$ cat src/rtl/mem_ctrl_pkg.sv
// Shared types and default widths for the data-memory access controller.
package mem_ctrl_pkg;
  localparam int AW_DEF    = 9;
  localparam int DW_DEF    = 16;
  localparam int BLW_DEF   = 4;
  localparam int MEM_WORDS = 512;

  typedef enum logic [2:0] {
    IDLE  = 3'd0,
    WR    = 3'd1,
    RD    = 3'd2,
    DRAIN = 3'd3,
    FIN   = 3'd4
  } state_t;
endpackage

$ cat src/rtl/mem_rd_pipe.sv
// Valid shift register that tags each issued read address and flags its data beat
// RD_LAT cycles later; drained_o says the pipe will be empty after this edge.
module mem_rd_pipe #(
  parameter int RD_LAT = 1
) (
  input  logic clk,
  input  logic rst,
  input  logic issue_i,
  output logic beat_o,
  output logic drained_o
);
  logic [RD_LAT-1:0] vld_q, vld_d;

  always_comb begin
    vld_d    = '0;
    vld_d[0] = issue_i;
    for (int i = 1; i < RD_LAT; i++) vld_d[i] = vld_q[i-1];
  end

  always_ff @(posedge clk or posedge rst) begin
    if (rst) vld_q <= '0;
    else     vld_q <= vld_d;
  end

  assign beat_o    = vld_q[RD_LAT-1];
  assign drained_o = (vld_d == '0);
endmodule

$ cat src/rtl/mem_access_ctrl.sv
// Valid/ready single and burst access controller for the 512x16 data memory.
// Define MEM_CTRL_BOUND_CHECK_EN to reject bursts running past the last word (pulses err).
module mem_access_ctrl
  import mem_ctrl_pkg::*;
#(
  parameter int AW     = AW_DEF,
  parameter int DW     = DW_DEF,
  parameter int BLW    = BLW_DEF,
  parameter int RD_LAT = 1
) (
  input  logic           clk,
  input  logic           rst,
  input  logic           req_valid,
  output logic           req_ready,
  input  logic           req_we,
  input  logic [AW-1:0]  req_addr,
  input  logic [BLW-1:0] req_blen,
  input  logic           wr_valid,
  output logic           wr_ready,
  input  logic [DW-1:0]  wr_data,
  output logic           rd_valid,
  output logic [DW-1:0]  rd_data,
  output logic           done,
  output logic           err,
  output logic           mem_we,
  output logic [AW-1:0]  mem_addr,
  output logic [DW-1:0]  mem_din,
  input  logic [DW-1:0]  mem_dout
);
  state_t         state_q, state_d;
  logic [AW-1:0]  addr_q, addr_d;
  logic [BLW-1:0] blen_q, blen_d, cnt_q, cnt_d;
  logic           issue, last_beat, pipe_beat, pipe_drained, reject;

`ifdef MEM_CTRL_BOUND_CHECK_EN
  logic [AW:0] end_addr;
  logic        err_q;

  // Carry out of the end address means the burst would run past the top word.
  assign end_addr = {1'b0, req_addr} + (AW+1)'(req_blen);
  assign reject   = end_addr[AW];

  always_ff @(posedge clk or posedge rst) begin
    if (rst) err_q <= 1'b0;
    else     err_q <= (state_q == IDLE) && req_valid && reject;
  end
  assign err = err_q;
`else
  assign reject = 1'b0;
  assign err    = 1'b0;
`endif

  assign last_beat = (cnt_q == blen_q);

  always_comb begin
    state_d   = state_q;
    addr_d    = addr_q;
    blen_d    = blen_q;
    cnt_d     = cnt_q;
    req_ready = 1'b0;
    wr_ready  = 1'b0;
    mem_we    = 1'b0;
    mem_din   = '0;
    issue     = 1'b0;
    done      = 1'b0;
    case (state_q)
      IDLE: begin
        req_ready = 1'b1;
        if (req_valid && !reject) begin
          addr_d  = req_addr;
          blen_d  = req_blen;
          cnt_d   = '0;
          state_d = req_we ? WR : RD;
        end
      end
      WR: begin
        wr_ready = 1'b1;
        if (wr_valid) begin
          mem_we  = 1'b1;
          mem_din = wr_data;
          addr_d  = addr_q + AW'(1);
          cnt_d   = cnt_q + BLW'(1);
          if (last_beat) state_d = FIN;
        end
      end
      RD: begin
        issue  = 1'b1;
        addr_d = addr_q + AW'(1);
        cnt_d  = cnt_q + BLW'(1);
        if (last_beat) state_d = DRAIN;
      end
      DRAIN: if (pipe_drained) state_d = FIN;
      FIN: begin
        done    = 1'b1;
        state_d = IDLE;
      end
      default: state_d = IDLE;
    endcase
  end

  always_ff @(posedge clk or posedge rst) begin
    if (rst) begin
      state_q <= IDLE;
      addr_q  <= '0;
      blen_q  <= '0;
      cnt_q   <= '0;
    end else begin
      state_q <= state_d;
      addr_q  <= addr_d;
      blen_q  <= blen_d;
      cnt_q   <= cnt_d;
    end
  end

  mem_rd_pipe #(.RD_LAT(RD_LAT)) u_rd_pipe (
    .clk       (clk),
    .rst       (rst),
    .issue_i   (issue),
    .beat_o    (pipe_beat),
    .drained_o (pipe_drained)
  );

  assign mem_addr = addr_q;
  assign rd_valid = pipe_beat;
  assign rd_data  = pipe_beat ? mem_dout : '0;
endmodule

$ cat config.mk
export PLATFORM = sky130hd
export DESIGN_NAME = mem_access_ctrl
export DESIGN_NICKNAME = d
export VERILOG_FILES = /design/src/rtl/mem_ctrl_pkg.sv /design/src/rtl/mem_rd_pipe.sv /design/src/rtl/mem_access_ctrl.sv
export SDC_FILE = /design/constraint.sdc
export NUM_CORES = 1
export LEC_CHECK = 0
export CORE_UTILIZATION = 38
export DETAILED_ROUTE_END_ITERATION = 12
export PLACE_DENSITY = 0.83
export SYNTH_ARGS = -nofsm -noshare
export SYNTH_HDL_FRONTEND = slang
export SYNTH_SLANG_ARGS = --single-unit
$ cat constraint.sdc
create_clock -name clk -period 3.59 [get_ports clk]
set_input_delay 0.5385 -clock clk [delete_from_list [all_inputs] [get_ports clk]]
set_output_delay 0.5385 -clock clk [all_outputs]
set_load 0.01 [all_outputs]
==> Word level (Yosys, flattened, before mapping) <==
Cells that the tools add are included.
{ "totals": {"mem_bits_ro": 0, "n_memories": 0, "latchBits": 0, "ramBits": 0, "regBits": 21, "inputBits": 50, "word_cells": 44} }
{ "op_classes": {"add_sub_neg": 2, "n_eq_ne": 10, "reduce_logical": 5, "n_bitwise": 0, "div": 0, "n_shift": 0, "mux": 22, "mul": 0, "order_cmp": 0} }
{ "ops": {"columns": ["op", "n"], "rows": [
  ["$mux 16", 3],
  ["$pmux 9 s3", 1],
  ["$mux 9", 2],
  ["$mux 3", 5],
  ["$pmux 3 s4", 1],
  ["$pmux 4 s3", 1],
  ["$ne 2x2->1 const B", 5],
  ["$add 9x1->9 const B", 1],
  ["$mux 4", 2],
  ["$eq 3x2->1 const B", 2],
  ["$mux 1", 6],
  ["$reduce_and 5->1", 1],
  ["$add 4x1->4 const B", 1],
  ["$eq 4x4->1", 1],
  ["$eq 3x1->1 const B", 1],
  ["$eq 3x3->1 const B", 1],
  ["$logic_not 3->1", 1],
  ["$reduce_and 3->1", 1],
  ["$reduce_bool 3->1", 1],
  ["$mux 2", 1],
  ["$reduce_and 2->1", 1]
]} }

==> Logic depth before layout (Yosys ltp) <==
Gate-level depths: netlist of run 1.
{ "logic_depth": {"depth_word": 4, "depth_mapped": 7, "ltp_nobuf": 5} }

==> Cells and area by module <==
Synthesis of run 1 repeated with hierarchy kept, for this count alone.
{ "unflattened": {"hier_cells": 169, "hier_area_um2": 1496.4} }
{ "by_module_without_submodules": {"columns": ["module", "cells_each", "instances", "area_per_inst_um2", "seq_area_each_um2"], "rows": [
  ["mem_access_ctrl", 166, 1, 1463.9, 500.5],
  ["mem_rd_pipe", 3, 1, 32.5, 25.0]
]} }

==> Least setup slack after synthesis of run 1 <==
Ideal clock, no wire load.
{ "synth_timing": {"kind": "register -> register", "startpoint": "register state_q[1]", "endpoint": "register blen_q[0]", "period_less_slack_ns": 1.855, "path_stages_with_launch": 8, "t_required_ns": 3.465, "setup_slack_ns": 1.735, "n_path_buf": 3, "arrival_time_ns": 1.730, "path_cell_list": "dfrtp_1 buf_6 or2_2 buf_2 nor2_1 and2_1 buf_2 mux2_2"} }
{ "synth_between": {"elab_chain_len": 2} }
{ "synth_lines": {"columns": ["element", "line_no", "text"], "rows": [
  ["start: declaration", "mem_access_ctrl.sv:30", "state_t state_q, state_d;"],
  ["start signal: assignment", "mem_access_ctrl.sv:108", "state_q <= state_d;"],
  ["$logic_not 3->1", "mem_access_ctrl.sv:66", "case (state_q)"],
  ["$reduce_and 2->1 (no line)", null, null],
  ["end signal: assignment", "mem_access_ctrl.sv:110", "blen_q <= blen_d;"],
  ["end: declaration", "mem_access_ctrl.sv:32", "logic [BLW-1:0] blen_q, blen_d, cnt_q, cnt_d;"]
]} }
Every way passes these cells.
A chain may end at the register's enable or synchronous reset.

==> Worst setup path after layout of run 1 <==
{ "layout_timing": {"startpoint": "register state_q[2]", "endpoint": "output mem_din[0]"} }
{ "layout_between": {"elab_chain_len": 2} }
{ "layout_lines": {"columns": ["element", "line_no", "text"], "rows": [
  ["$eq 3x1->1", "mem_access_ctrl.sv:66", null],
  ["$mux 16", "mem_access_ctrl.sv:66", null],
  ["end: declaration", "mem_access_ctrl.sv:27", "output logic [DW-1:0] mem_din,"]
]} }
Every way passes these cells.

==> impl_metrics.csv, run 1 <==
group,metric,value,unit
outcome,status,"finished clean",
yosys,ys_warnings,0,
yosys,netlist-cell-type-count,42,
sta,final_slew_violations,0,
critical_path,end_kind,"output port",
yosys,cell_taking_the_most_area_after_synthesis,"sky130_fd_sc_hd__dfrtp_1",
route,drt_first_pass_iters,4,
die,placementRows,21,
critical_path,critical_path_peak_fanout,19,
yosys,post_synth_main_area_contributors,"sky130_fd_sc_hd__dfrtp_1 37%, sky130_fd_sc_hd__and2_1 8.0%, sky130_fd_sc_hd__and3_1 7.5%",
final_layout,fin_nets,302,
sta,worst_hold_slack,0.534,ns
placement,place_congestion,0.839,
global_route,grt_pass1_wl,6730,um
clock_tree,cts.path.max_buffers,2,
placement,dp_hpwl,3220,um
flow_run,max_cap_viol_count,0,
hold_path,hp-class,"register to register",
final_layout,fraction_of_layout_instances_using_a_drive_strength_above_1,0.0482,
critical_path,worst_path_max_delay_cell,"sky130_fd_sc_hd__nor2_1",
final_layout,synthToLayoutAreaGrowth,69.1,%
yosys,synthFlopType,"sky130_fd_sc_hd__dfrtp_1",
critical_path,reg2reg_depth,4,
clock_tree,cts_hold_repair.buffers,0,
final_layout,fin_cells,295,
sta,post-route-period-util,0.839,
critical_path,critPathLaunchType,"register",
sta,max_clock_freq,332,MHz
yosys,yosys-top-cells-count,"21 x sky130_fd_sc_hd__dfrtp_1, 18 x sky130_fd_sc_hd__and2_1, 17 x sky130_fd_sc_hd__and3_1",
clock_tree,cts_made_buffers,3,
global_route,top_usage_layer,"met2",
clock_tree,post_cts_resize_count,0,
route,drc,0,
clock_tree,clkSinkCount,21,
die,initial_core_util,0.411,
route,ant_nets,0,
yosys,synth_fp_nets,214,
pwr,leakage_power,1.02,nW
critical_path,reg2reg_slack,1.75,ns
yosys,async_reset_ff_frac,1.00,
yosys,synth.yosys.seq_area_share,0.372,
final_layout,summed_area_of_non_filler_cells_in_the_final_layout,2390,um2
pwr,power_density,682,nW/um2
yosys,synth_area,1410,um2
critical_path,setup.worst_path.class,"register to output port",
global_route,grt_usage,0.213,
pwr,peakVddDrop,0.000532,V
global_route,grtUsageMet3,0.0456,
route,route.detailed.wl_per_inst,13.9,um
placement,io_buffers,95,
yosys,post_synth.cell_area_avg,8.73,um2
sta,setup-tns-final,0,ns
die,die_area,3970,um2
global_route,gr-total-overflow,0,
critical_path,worst_ep_arrival_time,2.47,ns
critical_path,worst_ep_required_time,3.05,ns
clock_tree,cts_tree,"built",
sta,timing_worst_slew_pin_value,0.916,ns
global_route,maximum_number_of_pins_on_one_net_before_global_route_repair,22,
yosys,post_synth_inst_count,162,
die,die_y,63.0,um
clock_tree,skew_pair_late_insertion_delay,0.26,ns
sta,grt_setup_unrepaired,"no",
global_route,grt_pass1_vias,1385,
die,design.portCount,97,
global_route,global_route.usage.met1,0.276,
route,routed_via_density,5.14,
final_layout,antenna_cells,0,
die,die_x,63.0,um
sta,hold_violations,0,
route,drt_iter0_drc,89,
sta,maxSlewHeadroom,0.387,
placement,dp.cells,291,
global_route,initial_antenna_violation_count,0,
yosys,yosysMostFrequentCell,"sky130_fd_sc_hd__dfrtp_1",
clock_tree,ctsRootBufferMaster,"sky130_fd_sc_hd__clkbuf_8",
route,route.vias.total,1517,
sta,finalSetupViolations,0,
sta,final.min_clock_period,3.01,ns
critical_path,crit_path_max_incr_delay,0.70,ns
die,area_of_the_core,3440,um2
clock_tree,clk_pin_slew_worst_paths,0.08,ns
hold_path,min_delay_path_depth,1,
yosys,synth_seq_cells,21,
clock_tree,post_cts_setup_repair_bufs,0,
critical_path,crit_chain,"nand2b_1 -> nor2_1 -> and3_1 -> clkdlybuf4s50_1",
clock_tree,ctsHtreeMaxLevel,1,
yosys,synth.top_cell.area_share,0.372,
placement,dpl_cell_area,2340,um2
global_route,grt_met2_usage,0.364,
sta,fin_skew,0.00207,ns
route,wirelength,4120,um
yosys,synth_edf_count,0,
report_power, final:
part | switching [mW] | total, mW | internal (mW)
combinational | 0.462 | 0.990 | 0.528
clock | 0.0766 | 0.154 | 0.0772
sequential | 0.141 | 0.486 | 0.345
total | 0.680 | 1.63 | 0.950
routing by layer:
| metal | vias to the layer above | part of all wire |
|---|---|---|
| met4 | 0 | 0.0056 |
| li1 | 740 | - |
| met1 | 716 | 0.43 |
| met5 | - | 0 |
| met3 | 2 | 0.058 |
| met2 | 59 | 0.50 |
kinds of logic after synthesis:
group,Yosys count,share of synthesized area
AND/OR/NAND/NOR,74,0.289
AO/OA/AOI/OAI,33,0.160
flip-flops,21,0.372
buffers and inverters,19,0.0761
XOR/XNOR,7,0.0434
multiplexers,5,0.0389
adder cells (fa/ha/maj),2,0.0177
other,1,0.00265
placed cells by master, fill, tap and decap left out, types with 2 or more instances in the layout:
cell type,count
sky130_fd_sc_hd__a211oi_1,2
sky130_fd_sc_hd__a21oi_1,12
sky130_fd_sc_hd__a2bb2oi_1,3
sky130_fd_sc_hd__a31oi_1,3
sky130_fd_sc_hd__and2_1,18
sky130_fd_sc_hd__and3_1,17
sky130_fd_sc_hd__clkbuf_8,3
sky130_fd_sc_hd__clkdlybuf4s50_1,95
sky130_fd_sc_hd__dfrtp_1,21
sky130_fd_sc_hd__ha_1,2
sky130_fd_sc_hd__inv_1,6
sky130_fd_sc_hd__mux2_2,4
sky130_fd_sc_hd__nand2_1,10
sky130_fd_sc_hd__nand2b_1,2
sky130_fd_sc_hd__nand3_1,7
sky130_fd_sc_hd__nor2_1,10
sky130_fd_sc_hd__o21ai_0,2
sky130_fd_sc_hd__o32ai_1,3
sky130_fd_sc_hd__xnor2_1,3
sky130_fd_sc_hd__xor2_1,4
cell type report:
cell class              instances  area, um2
multi-input cells             122        781
clock inverters                 1       5.00
well taps                      46       57.6
flip-flops and latches         21        526
repair buffers                 96        958
clock buffers                   3       41.3
fillers                       284       1050
inverters                       6       22.5
flip-flops by register name, summed over array words and instances, names as in the netlist:
signal / flops
mem_addr: 9
u_rd_pipe.beat_o: 1
blen_q: 4
state_q: 3
cnt_q: 4
path summary, 6_finish.rpt:
check                                           to                   start
max                                     mem_din[0]  state_q[2]$_DFFE_PP0P_
min                          blen_q[1]$_DFFE_PP0P_   blen_q[1]$_DFFE_PP0P_
max reg2reg                  blen_q[3]$_DFFE_PP0P_  state_q[1]$_DFFE_PP0P_
min reg2reg                  blen_q[1]$_DFFE_PP0P_   blen_q[1]$_DFFE_PP0P_
max in group asynchronous   state_q[0]$_DFFE_PP0P_                     rst
min in group asynchronous  mem_addr[0]$_DFFE_PP0P_                     rst
metrics by stage:
| stage | setup WS [ns] | util | total power, mW |
|---|---|---|---|
| floorplan | 1.74 | - | 1.12 |
| global placement | 0.949 | 0.681 | 1.46 |
| detailed placement | 0.894 | 0.681 | 1.47 |
| CTS | 0.610 | 0.695 | 1.63 |
| global route | 0.462 | 0.695 | 1.76 |
| finish | 0.577 | 0.695 | 1.63 |
critical path, delay by kind of cell (launching register included):
family / cells / cell delay (ns)
buffers and inverters: 1 / 0.55
and+or+nand+nor: 3 / 1.17
DFF: 1 / 0.49
(Power assumes the default switching activity.)
==> run 2, diff against run 1 <==
--- a/config.mk
+++ b/config.mk
@@ -5,9 +5,9 @@
 export SDC_FILE = /design/constraint.sdc
 export NUM_CORES = 1
 export LEC_CHECK = 0
-export CORE_UTILIZATION = 38
+export CORE_UTILIZATION = 32
 export DETAILED_ROUTE_END_ITERATION = 12
-export PLACE_DENSITY = 0.83
+export PLACE_DENSITY = 0.74
 export SYNTH_ARGS = -nofsm -noshare
 export SYNTH_HDL_FRONTEND = slang
 export SYNTH_SLANG_ARGS = --single-unit
==> constraint.sdc (replaced) <==
create_clock -name clk -period 2.6 [get_ports clk]
set_input_delay 0.39 -clock clk [delete_from_list [all_inputs] [get_ports clk]]
set_output_delay 0.39 -clock clk [all_outputs]
set_load 0.01 [all_outputs]
==> run 2 against run 1 <==
Sequential share of layout area down 0.24 points. Die area up 18%. Critical path depth up 1. Register-to-register slack worse by 1.0 ns. Sequential power up 39%. Via count down 2.8%. Clock-buffer cell count up 1. Final area up 1.1%. Utilization down 11 points. Hold slack worse by 0.0034 ns. Final cell count up 2.4%. Clock power up 40%. Critical path type unchanged. Largest cell class unchanged. Highest routed layer unchanged.
==> impl_metrics.csv, run 2 (synthesis gave the netlist of run 1 again) <==
group,metric,value,unit
placement,dp_hpwl,3280,um
critical_path,setup.worst_path.class,"register to output port",
sta,grt_setup_unrepaired,"no",
die,placementRows,23,
outcome,status,"finished clean",
pwr,power_density,943,nW/um2
clock_tree,skew_pair_late_insertion_delay,0.26,ns
global_route,global_route.usage.met1,0.259,
route,ant_nets,0,
sta,final.setup.worst_slack,0.228,ns
critical_path,end_kind,"output port",
die,design.portCount,97,
die,initial_core_util,0.344,
global_route,grt_met2_usage,0.295,
die,die_x,68.5,um
clock_tree,post_cts_resize_count,0,
sta,setup-tns-final,0,ns
placement,io_buffers,95,
final_layout,layout.cells.most_common,"sky130_fd_sc_hd__clkdlybuf4s50_1",
placement,place_congestion,0.862,
global_route,grt_usage,0.184,
global_route,maximum_number_of_pins_on_one_net_before_global_route_repair,22,
global_route,grtUsageMet3,0.0167,
sta,finalSetupViolations,0,
final_layout,ff_latch_area,526,um2
clock_tree,cts.path.max_buffers,2,
placement,post-place-ws,0.357,ns
final_layout,most_frequent_cells_in_the_layout,"95 x sky130_fd_sc_hd__clkdlybuf4s50_1, 21 x sky130_fd_sc_hd__dfrtp_1, 18 x sky130_fd_sc_hd__and2_1",
final_layout,fraction_of_layout_instances_using_a_drive_strength_above_1,0.0556,
pwr,peakVddDrop,0.000434,V
route,drt_iter0_drc,102,
final_layout,synthToLayoutAreaGrowth,71.0,%
sta,maxSlewHeadroom,0.450,
sta,fin_skew,0.00351,ns
sta,final.min_clock_period,2.37,ns
clock_tree,ctsHtreeMaxLevel,1,
die,area_of_the_core,4120,um2
critical_path,critical_path_peak_fanout,19,
critical_path,worst_ep_arrival_time,1.98,ns
clock_tree,clk_pin_slew_worst_paths,0.07,ns
clock_tree,cts_tree,"built",
die,die_y,68.5,um
sta,hold_violations,0,
global_route,grt_pass1_wl,6450,um
route,route.vias.total,1475,
final_layout,fin_nets,305,
global_route,grt_pass1_vias,1328,
flow_run,max_cap_viol_count,0,
final_layout,antenna_cells,0,
final_layout,layout.filler_cells,382,
clock_tree,post_cts_setup_repair_bufs,0,
sta,max_clock_freq,422,MHz
final_layout,multi_input_area,781,um2
critical_path,critPathLaunchType,"register",
global_route,gr-total-overflow,0,
sta,post-route-period-util,0.912,
global_route,top_usage_layer,"met2",
pwr,leakage_power,1.04,nW
die,die_area,4690,um2
critical_path,worst_ep_required_time,2.21,ns
clock_tree,clkSinkCount,21,
route,drc,0,
clock_tree,ctsRootBufferMaster,"sky130_fd_sc_hd__clkbuf_8",
sta,timing_worst_slew_pin_value,0.824,ns
clock_tree,cts_made_buffers,3,
route,route.detailed.wl_per_inst,14.0,um
route,wirelength,4210,um
clock_tree,cts_hold_repair.buffers,0,
route,drt_first_pass_iters,4,
sta,final_slew_violations,0,
global_route,initial_antenna_violation_count,0,
route,routed_via_density,4.88,
hold_path,hp-class,"register to register",
final_layout,largest_register_ff_count,9,
## run 2: where the power goes
group	switching (mW)	leakage [nW]	internal, mW
sequential	0.202	0.251	0.475
combinational	0.635	0.763	0.751
clock	0.106	0.0228	0.109
## run 2: metrics by stage
step | instances | instance area (um2) | power, mW | hold WS [ns] | utilization
global route | 302 | 2420 | 2.46 | 0.551 | 0.587
floorplan | 162 | 1410 | 1.54 | 0.367 | -
CTS | 302 | 2420 | 2.29 | 0.540 | 0.587
global placement | 298 | 2370 | 2.05 | 0.511 | 0.576
finish | 302 | 2420 | 2.28 | 0.530 | 0.587
detailed placement | 298 | 2370 | 2.07 | 0.521 | 0.576
## run 2: path summary, 6_finish.rpt
check	start	to	slack, ns	cells past startpoint
setup reg to reg	state_q[1]$_DFFE_PP0P_	blen_q[3]$_DFFE_PP0P_	0.75	4
min in group asynchronous	rst	mem_addr[5]$_DFFE_PP0P_	0.59	2
hold / removal	blen_q[0]$_DFFE_PP0P_	blen_q[0]$_DFFE_PP0P_	0.53	1
max in group asynchronous	rst	state_q[1]$_DFFE_PP0P_	1.50	2
hold reg to reg	blen_q[0]$_DFFE_PP0P_	blen_q[0]$_DFFE_PP0P_	0.53	1
setup / recovery	state_q[2]$_DFFE_PP0P_	mem_din[14]	0.23	5
## run 2: area by class of cell
cell class,instances,share of cell area
clock buffer,4,0.0186
inverter,6,0.00932
multi-input combinational,122,0.323
sequential,21,0.217
tap,50,0.0259
timing repair buffer,99,0.406
## run 2: per-layer routing
layer  part of all wire  vias to the layer above
met3              0.027                        6
met2               0.51                       38
met5                  0                        -
li1                   -                      748
met1               0.46                      683
met4              0.011                        0
## run 2: critical path, cell delays in order (launching register included)
cell and delay (ns):
sky130_fd_sc_hd__dfrtp_1 0.49, sky130_fd_sc_hd__nand2b_1 0.21, sky130_fd_sc_hd__nor2_1 0.09, sky130_fd_sc_hd__buf_4 0.20, sky130_fd_sc_hd__and3_1 0.19, sky130_fd_sc_hd__clkdlybuf4s50_1 0.54
==> run 3, diff against run 2 <==
--- a/config.mk
+++ b/config.mk
@@ -5,9 +5,10 @@
 export SDC_FILE = /design/constraint.sdc
 export NUM_CORES = 1
 export LEC_CHECK = 0
-export CORE_UTILIZATION = 32
+export CORE_UTILIZATION = 60
 export DETAILED_ROUTE_END_ITERATION = 12
-export PLACE_DENSITY = 0.74
+export DONT_BUFFER_PORTS = 1
+export PLACE_DENSITY = 0.73
 export SYNTH_ARGS = -nofsm -noshare
 export SYNTH_HDL_FRONTEND = slang
 export SYNTH_SLANG_ARGS = --single-unit
==> constraint.sdc (replaced) <==
create_clock -name clk -period 3.1 [get_ports clk]
set_input_delay 0.465 -clock clk [delete_from_list [all_inputs] [get_ports clk]]
set_output_delay 0.465 -clock clk [all_outputs]
set_load 0.01 [all_outputs]
==> run 3 against run 2 <==
Via count down 20%. Clock skew up 0.0051 ns. Non-clock buffer count down 98. Global-route usage up 6.1 points. First-iteration DRC count down 74%. Routed wire length down 27%. Critical path type unchanged. Critical path depth down 2. Power down 34%. Utilization up 4.4 points. Sequential share of layout area up 16 points.
==> impl_metrics.csv, run 3 (synthesis gave the netlist of run 1 again) <==
group,metric,value,unit
hold_path,hp-class,"input pin to async pin",
clock_tree,cts_tree,"built",
sta,final.min_clock_period,2.55,ns
route,drt_iter0_drc,27,
route,wirelength,3080,um
route,ant_nets,0,
global_route,gr-total-overflow,0,
placement,dpl_cell_area,1370,um2
die,area_of_the_core,2210,um2
global_route,grt_usage,0.245,
sta,max_clock_freq,392,MHz
clock_tree,ctsHtreeMaxLevel,1,
route,drc,0,
route,routed_via_density,6.50,
placement,io_buffers,0,
critical_path,worst_path_max_delay_cell,"sky130_fd_sc_hd__nor2_1",
die,design.portCount,97,
clock_tree,cts.path.max_buffers,2,
placement,dp_hpwl,2330,um
sta,fin_skew,0.00863,ns
global_route,grt_pass1_vias,1047,
clock_tree,cts_hold_repair.buffers,0,
critical_path,end_kind,"output port",
critical_path,crit_path_max_incr_delay,0.73,ns
placement,post-place-ws,0.908,ns
final_layout,layout.cells.most_common,"sky130_fd_sc_hd__dfrtp_1",
sta,finalSetupViolations,0,
sta,setup-tns-final,0,ns
clock_tree,cts_made_buffers,3,
die,placementRows,17,
sta,post-route-period-util,0.823,
die,die_area,2550,um2
die,die_y,50.5,um
pwr,peakVddDrop,0.000625,V
critical_path,crit_chain,"nand2b_1 -> nor2_1 -> and3_1",
global_route,grt_pass1_wl,4740,um
critical_path,setup.worst_path.class,"register to output port",
clock_tree,ctsRootBufferMaster,"sky130_fd_sc_hd__clkbuf_4",
route,drt_first_pass_iters,4,
final_layout,summed_area_of_non_filler_cells_in_the_final_layout,1400,um2
sta,grt_setup_unrepaired,"no",
pwr,leakage_power,0.657,nW
final_layout,largest_register_ff_count,9,
placement,place_congestion,0.837,
global_route,maximum_number_of_pins_on_one_net_before_global_route_repair,22,
sta,final_slew_violations,0,
final_layout,antenna_cells,0,
route,route.detailed.wl_per_inst,16.9,um
critical_path,worst_ep_required_time,2.63,ns
die,die_x,50.5,um
outcome,status,"finished clean",
final_layout,fin_nets,207,
critical_path,critPathLaunchType,"register",
final_layout,synthToLayoutAreaGrowth,-1.15,%
critical_path,critical_path_peak_fanout,19,
clock_tree,post_cts_resize_count,0,
sta,final.setup.worst_slack,0.550,ns
critical_path,reg2reg_slack,1.11,ns
flow_run,max_cap_viol_count,0,
critical_path,worst_ep_arrival_time,2.08,ns
final_layout,most_frequent_cells_in_the_layout,"21 x sky130_fd_sc_hd__dfrtp_1, 18 x sky130_fd_sc_hd__and2_1, 17 x sky130_fd_sc_hd__and3_1",
route,route.vias.total,1183,
global_route,initial_antenna_violation_count,0,
sta,hold_violations,0,
clock_tree,clk_pin_slew_worst_paths,0.12,ns
pwr,power_density,1080,nW/um2
die,initial_core_util,0.639,
clock_tree,post_cts_setup_repair_bufs,0,
sta,maxSlewHeadroom,0.362,
clock_tree,skew_pair_late_insertion_delay,0.31,ns
final_layout,fraction_of_layout_instances_using_a_drive_strength_above_1,0.0714,
sta,timing_worst_slew_pin_value,0.954,ns
clock_tree,clkSinkCount,21,
run 3: through the flow:
stage                      util  cells  hold slack, ns  total power, mW
after detailed placement  0.620    178           0.521             1.37
after floorplan               -    162           0.442             1.30
after CTS                 0.632    182           0.203             1.51
after global routing      0.632    182           0.246             1.63
final                     0.632    182           0.185             1.51
after global placement    0.620    178           0.512             1.35
run 3: worst max-delay path, delay by kind of cell, from the launching register on:
family           cells  cell delay (ns)
and+or+nand+nor      3             1.28
DFF                  1             0.51
run 3: where the power goes:
group          leakage [nW]  internal, mW  total (mW)  switching, mW
clock network        0.0150        0.0502       0.135         0.0843
logic                 0.391         0.326       0.774          0.448
registers             0.251         0.397       0.597          0.200
total                 0.657         0.773        1.51          0.732
run 3: metal layers:
| metal | track usage | vias up | wire (um) |
|---|---|---|---|
| li1 | - | 555 | - |
| met1 | 0.287 | 564 | 1340 |
| met2 | 0.449 | 64 | 1540 |
| met3 | 0.0667 | 0 | 205 |
| met4 | 0.0417 | 0 | 0 |
| met5 | 0 | - | 0 |
run 3: final timing paths:
kind                                              from                 endpoint  depth (start not counted)
worst max-delay path            state_q[2]$_DFFE_PP0P_               mem_din[2]                          3
worst min-delay path                               rst  mem_addr[8]$_DFFE_PP0P_                          1
worst max register to register  state_q[1]$_DFFE_PP0P_    blen_q[1]$_DFFE_PP0P_                          4
worst min register to register   blen_q[3]$_DFFE_PP0P_    blen_q[3]$_DFFE_PP0P_                          1
max in group asynchronous                          rst  mem_addr[2]$_DFFE_PP0P_                          1
min in group clk                                req_we   state_q[0]$_DFFE_PP0P_                          1
run 3: final cells by class:
class | count | area [um2]
clock buffer | 4 | 26.3
inverter | 6 | 22.5
sequential | 21 | 526
timing repair buffer | 1 | 7.51
multi-input combinational | 122 | 781
tap | 28 | 35.0
fill | 201 | 815
